$ cat config.mk
export PLATFORM = sky130hd
export DESIGN_NAME = turn_sequencer
export DESIGN_NICKNAME = d
export VERILOG_FILES = /design/src/rtl/turn_sequencer.sv
export SDC_FILE = /design/constraint.sdc
export NUM_CORES = 1
export LEC_CHECK = 0
export ABC_AREA = 1
export BUFFER_PORTS_ARGS = -buffer_cell sky130_fd_sc_hd__buf_2
export CAP_MARGIN = 20
export CORE_MARGIN = 2
export CORE_UTILIZATION = 46
export DETAILED_ROUTE_END_ITERATION = 12
export PLACE_DENSITY = 0.65
export SLEW_MARGIN = 15
export SYNTH_ARGS = -nofsm -noshare
export SYNTH_HDL_FRONTEND = slang
export SYNTH_SLANG_ARGS = --single-unit
$ cat constraint.sdc
create_clock -name clk -period 1.7 [get_ports clk]
set_input_delay 0.085 -clock clk [delete_from_list [all_inputs] [get_ports clk]]
set_output_delay 0.085 -clock clk [all_outputs]
set_load 0.1 [all_outputs]
$ cat src/rtl/turn_sequencer.sv
// rtl/turn_sequencer.sv - turn/commit sequencer between player buttons and the win checker
// Asynchronous active-low reset on rst; B, game_over and state decode directly from the FSM register.
module turn_sequencer #(
  parameter int NUM_PLAYERS = 4,
  parameter int NUM_CARDS   = 12,
  parameter int GOAL_POS    = 23,
  parameter int WAIT_CYC    = 2,
  parameter int TIMEOUT_CYC = 50000000
) (
  input  logic       clk,
  input  logic       rst,
  input  logic       btn_flip,
  input  logic [4:0] card_sw,
  input  logic       W,
  input  logic [4:0] pos_in,
  output logic [1:0] T,
  output logic [4:0] N,
  output logic       B,
  output logic       card_err,
  output logic       game_over,
  output logic [1:0] winner,
  output logic [2:0] state
);

  typedef enum logic [2:0] {
    S_IDLE   = 3'd0,
    S_SELECT = 3'd1,
    S_ISSUE  = 3'd2,
    S_WAIT   = 3'd3,
    S_EVAL   = 3'd4,
    S_DONE   = 3'd5
  } st_t;

  st_t         cur_st, nxt_st;
  logic        btn_q, armed, flip_rise;
  logic [31:0] to_cnt, to_cnt_nxt;
  logic [3:0]  w_cnt, w_cnt_nxt;
  logic [1:0]  t_nxt, t_adv, winner_nxt;
  logic [4:0]  n_nxt;
  logic        err_nxt, card_ok;

  // armed stays low after reset until the button is seen released, so a held button cannot fire
  assign flip_rise = btn_flip & ~btn_q & armed;
  assign t_adv     = (T == 2'(NUM_PLAYERS - 1)) ? 2'd0 : T + 2'd1;
  assign card_ok   = {27'd0, card_sw} < 32'(NUM_CARDS);

  always_comb begin
    nxt_st     = cur_st;
    t_nxt      = T;
    n_nxt      = N;
    winner_nxt = winner;
    to_cnt_nxt = '0;
    w_cnt_nxt  = '0;
    err_nxt    = 1'b0;
    case (cur_st)
      S_IDLE: begin
        t_nxt      = 2'd0;
        winner_nxt = 2'd0;
        if (flip_rise) nxt_st = S_SELECT;
      end
      S_SELECT: begin
        to_cnt_nxt = to_cnt + 32'd1;
        if (flip_rise) begin
          to_cnt_nxt = '0;
          if (card_ok) begin
            n_nxt  = card_sw;
            nxt_st = S_ISSUE;
          end else begin
            err_nxt = 1'b1;
          end
        end else if (to_cnt == 32'(TIMEOUT_CYC - 1)) begin
          t_nxt      = t_adv;
          to_cnt_nxt = '0;
        end
      end
      S_ISSUE: nxt_st = S_WAIT;
      S_WAIT: begin
        if (w_cnt == 4'(WAIT_CYC - 1)) nxt_st = S_EVAL;
        else w_cnt_nxt = w_cnt + 4'd1;
      end
      S_EVAL: begin
        nxt_st = S_SELECT;
        if (W && (pos_in == 5'(GOAL_POS))) begin
          nxt_st     = S_DONE;
          winner_nxt = T;
        end else if (!W) begin
          t_nxt = t_adv;
        end
      end
      S_DONE: begin
        if (flip_rise) begin
          nxt_st     = S_IDLE;
          t_nxt      = 2'd0;
          winner_nxt = 2'd0;
        end
      end
      default: nxt_st = S_IDLE;
    endcase
  end

  always_ff @(posedge clk or negedge rst) begin
    if (!rst) begin
      cur_st   <= S_IDLE;
      btn_q    <= 1'b0;
      armed    <= 1'b0;
      to_cnt   <= '0;
      w_cnt    <= '0;
      T        <= 2'd0;
      N        <= 5'd0;
      winner   <= 2'd0;
      card_err <= 1'b0;
    end else begin
      cur_st   <= nxt_st;
      btn_q    <= btn_flip;
      if (!btn_flip) armed <= 1'b1;
      to_cnt   <= to_cnt_nxt;
      w_cnt    <= w_cnt_nxt;
      T        <= t_nxt;
      N        <= n_nxt;
      winner   <= winner_nxt;
      card_err <= err_nxt;
    end
  end

  assign B         = (cur_st == S_ISSUE);
  assign game_over = (cur_st == S_DONE);
  assign state     = cur_st;

endmodule

# Word-level counts from Yosys, hierarchy flattened
# Cells that the tools add are included.
op_classes:
  n_reduce_logical: 8
  bitwise_logic: 3
  order_cmp: 1
  n_eq_ne: 19
  mux: 24
  addsub: 3
op_table:
  columns: ["op", "count"]
  rows:
  - ["$mux W32", 3]
  - ["$add A32 B1 Y32 const B", 1]
  - ["$eq A32 B26 Y1 const B", 1]
  - ["$mux W3", 6]
  - ["$ne A2 B2 Y1 const B", 9]
  - ["$pmux W3 S6", 1]
  - ["$mux W2", 7]
  - ["$mux W4", 2]
  - ["$pmux W2 S4", 1]
  - ["$eq A3 B2 Y1 const B", 2]
  - ["$eq A3 B3 Y1 const B", 2]
  - ["$pmux W2 S3", 1]
  - ["$reduce_and A3 Y1", 2]
  - ["$reduce_and A6 Y1", 1]
  - ["$eq A5 B5 Y1 const B", 1]
  - ["$lt A5 B4 Y1 const B", 1]
  - ["$reduce_and A5 Y1", 1]
  - ["$add A4 B1 Y4 const B", 1]
  - ["$eq A4 B1 Y1 const B", 1]
  - ["$reduce_bool A4 Y1", 1]
  - ["$eq A3 B1 Y1 const B", 1]
  - ["$logic_not A3 Y1", 1]
  - ["$mux W1", 3]
  - ["$reduce_bool A3 Y1", 1]
  - ["6 further kinds", 7]
totals:
  word_cells: 67
  inputBits: 14
  regBits: 51
  out_inout_bits: 15

# Logic depth before layout (Yosys ltp)
logic_depth:
  word_depth: 5
  ltp_mapped: 10
  ltp_nobuf: 10

# Worst setup path after synthesis
# OpenSTA, ideal clock, no wires.
synth_path:
  path_type: "register to register"
  startpoint: "reg cur_st[2] (netlist: state[2])"
  endpoint: "reg T[0]"
  stages_incl_launch_ff: 9
  n_path_buf: 0
  required_time_ps: 1633
  synth_period_minus_slack_ps: 3917
  setup_ps: 67
  arrival_ps: 3850
  slack_ps: -2217
  path_cell_list: "dfrtp_1 > inv_1 > nor3_1 > nand2_2 > nand2_1 > nor2_2 > nand2_1 > nand2_1 > nand2_1"
synth_via:
  elab_chain_len: 3
  word_cells_on_any_way: 12
  cone_classes: "eq/ne: 8; mux: 1; reduce/logical: 3"
synth_rtl:
  columns: ["item", "line_no", "source"]
  rows:
  - ["from (decl)", "34", "st_t cur_st, nxt_st;"]
  - ["from (signal assigned)", "113", "cur_st <= nxt_st;"]
  - ["$eq A3 B3 Y1 *", null, null]
  - ["net game_over", "20", "output logic game_over,"]
  - ["$ne A2 B1 Y1 (no source line) or $reduce_bool A4 Y1 (tied branches)", null, null]
  - ["$reduce_and A6 Y1 (no source line)", null, null]
  - ["to (signal assigned)", "118", "T <= t_nxt;"]
  - ["to (decl)", "16", "output logic [1:0] T,"]
# Mark *: on every way through the listed nets, which the timed path passes. The rest lies on a longest branch.
# A chain may end at the register's enable or synchronous reset.

# Worst setup path after layout
layout_path:
  startpoint: "reg cur_st[1] (netlist: state[1])"
  endpoint: "out game_over"
layout_via:
  elab_chain_len: 1
layout_rtl:
  columns: ["item", "line_no", "source"]
  rows:
  - ["$eq A3 B3 Y1", "126", "assign game_over = (cur_st == S_DONE);"]
  - ["to (decl)", "20", null]
# No other way between the ends.

==> impl_metrics.tcl <==
set metrics [dict create \
    run_status "complete, no violations" \
    rsz0062_at_grt "no" \
    critPathSlowestCell "dfrtp_4" \
    critPathArrivalTime_ns 1.52 \
    yosys_warnings 0 \
    die_w_um 83.6 \
    grt-ovfl-total 0 \
    core_mm2 0.00624 \
    drtAntennaViolNets 0 \
    rows 29 \
    hold_viol_final 0 \
    ys_seq_area_frac 0.437 \
    worstPathRequired_ns 1.62 \
    drc 0 \
    synth_seq_cells 51 \
    clk_latency_ns 0.31 \
    pwr_density_cell_mw_per_mm2 1150 \
    htree_levels 2 \
    cts_tree "done" \
    path_class "reg -> out" \
    slowest_delay_ns 0.54 \
    min_period_over_period 0.944 \
    antenna_found_initial 0 \
    synth_nets 400 \
    num-nets-final 442 \
    relSlewSlack 0.675 \
    min_period_ns 1.60 \
    final_cell_mix "114 x nand2_1, 71 x nor2_1, 48 x dfrtp_1" \
    die_area_mm2 0.00700 \
    via_count 2455 \
    max_freq_ghz 0.623 \
    track_usage 0.196 \
    num-fill-cells 620 \
    grt_pass1_vias 2372 \
    cts_setup_buffers 0 \
    drv_cap 0 \
    holdWs_ns 0.0554 \
    yosysTopAreaCell "dfrtp_1" \
    irDropWorstVdd_mv 1.56 \
    p_total_mw 3.89 \
    cp_max_fo 7 \
    path_cells "nor3_4 > buf_2" \
    drive_gt1_frac 0.233 \
    clock_skew_ns 0.00503 \
    hold_class "in -> reg" \
    dp_hpwl_mm 4.81 \
    grt_max_degree 52 \
    yosysUniqueCellTypes 24 \
    die_h_um 83.6 \
    end_kind "output pin" \
    netlist_area_mm2 0.00292 \
    io_buffers 28 \
    drt-total-wl_mm 6.34 \
    tightest_slew_ns 0.492 \
    clk_pin_slew_worst_paths_ns 0.09 \
    final_common_cell "nand2_1" \
    synth_area_leaders "dfrtp_1 44%, nand2_1 15%, nor2_1 9.3%" \
    startpoint_type "flip-flop" \
    startpoint "state[1]" \
    leakagePower_nw 1.44 \
    wire_per_inst_um 12.6 \
    synthCells 382 \
    fin_cells 502 \
    gp_congestion 0.892 \
    io_pins 29 \
    first_pass_iters 4 \
    vias_per_cell 4.89 \
    initial_core_util 0.468 \
    hold_start "card_sw[4]" \
    grt_pass1_wl_mm 11.1 \
    cts_buffer_depth 2 \
    tns_ns 0 \
    initialDrtViolationCount 190 \
    setup_viol 0 \
    cts_buffers 5 \
    diodes 0 \
    crit-reg2reg-launch "to_cnt[1]" \
    synth_top_cell_area_share 0.437 \
    maxSlewViolCount 0 \
    syn_to_final_growth_pct 15.5 \
    placed_cells 488 \
    avgSynthCellArea_um2 7.64 \
    cts-root-buf "clkbuf_8" \
    clock_sinks 51 \
]
-- path summary, 6_finish.rpt --
check | to | slack, ns | depth (start not counted)
max | game_over | 0.1 | 2
min | card_err | 0.06 | 3
max reg2reg | to_cnt[17] | 0.17 | 9
min reg2reg | winner[0] | 0.48 | 2
max in group asynchronous | state[2] | 1.14 | 3
min in group asynchronous | to_cnt[22] | 0.30 | 3
-- critical path: cells and delay by family, from the launching register on --
family                 cells  cell delay (ns)
AND/OR/NAND/NOR            1             0.22
buffers and inverters      1             0.45
flip-flops                 1             0.54
-- stage by stage --
stage               setup WS (ns)  instance area, um2  utilization
floorplan                  -0.347                2950            -
global placement            0.153                3200        0.513
detailed placement          0.144                3200        0.513
CTS                        0.0531                3360        0.538
global route              0.00536                3370        0.540
finish                     0.0960                3370        0.540
-- state kept, by name, summed over array words and instances (netlist names) --
signal	count
T	2
winner	2
armed	1
N	5
state	3
card_err	1
to_cnt	32
w_cnt	4
btn_q	1
-- timing repair --
action | in CTS | in global routing
resized for setup | 0 | 3
hold buffers | 6 | 0
hold endpoints to repair | 57 | 0
endpoints found under the setup margin | 0 | 9
-- Yosys cell counts --
library cell  count
nand2_1         115
nor2_1           72
dfrtp_1          51
nor2_2           30
inv_1            28
nand3_1          19
xor2_1           15
nand2_2           8
xnor2_1           8
nor3_1            6
inv_2             5
ha_1              4
nor2_4            4
o21ai_0           4
nand3_2           3
a21oi_1           2
and2_1            1
buf_12            1
buf_8             1
nand3_4           1
nand4_1           1
nor3_4            1
nor3b_1           1
o211ai_1          1
-- power breakdown --
part / switching (mW) / internal [mW] / leakage, nW
Combinational: 1.33 / 0.335 / 0.708
Clock: 0.417 / 0.333 / 0.0474
Sequential: 0.121 / 1.35 / 0.689
Total: 1.87 / 2.02 / 1.44
-- layer usage --
layer / GRT usage / part of all wire / vias up
li1: - / - / 1252
met1: 0.275 / 0.46 / 1151
met2: 0.319 / 0.49 / 46
met3: 0.0317 / 0.036 / 6
met4: 0.0513 / 0.011 / 0
met5: 0 / 0 / -
-- final cells by class --
cell class / count / area [um2] / area share
clock buffer: 6 / 82.6 / 0.0245
tap: 77 / 96.3 / 0.0286
sequential: 51 / 1290 / 0.382
timing repair buffer: 37 / 248 / 0.0735
multi-input combinational: 296 / 1510 / 0.448
clock inverter: 2 / 16.3 / 0.00483
inverter: 33 / 129 / 0.0382
-- logic make-up after synthesis --
kind of cell               after synthesis  share of synthesized area
buffers and inverters                   35                     0.0545
AOI/OAI and AO/OA                        7                     0.0129
xor gates and xnor gates                23                     0.0690
and+or+nand+nor                        262                      0.409
DFF                                     51                      0.437
adders and majority gates                4                     0.0172
No activity file was read; power rests on OpenSTA's default activity.
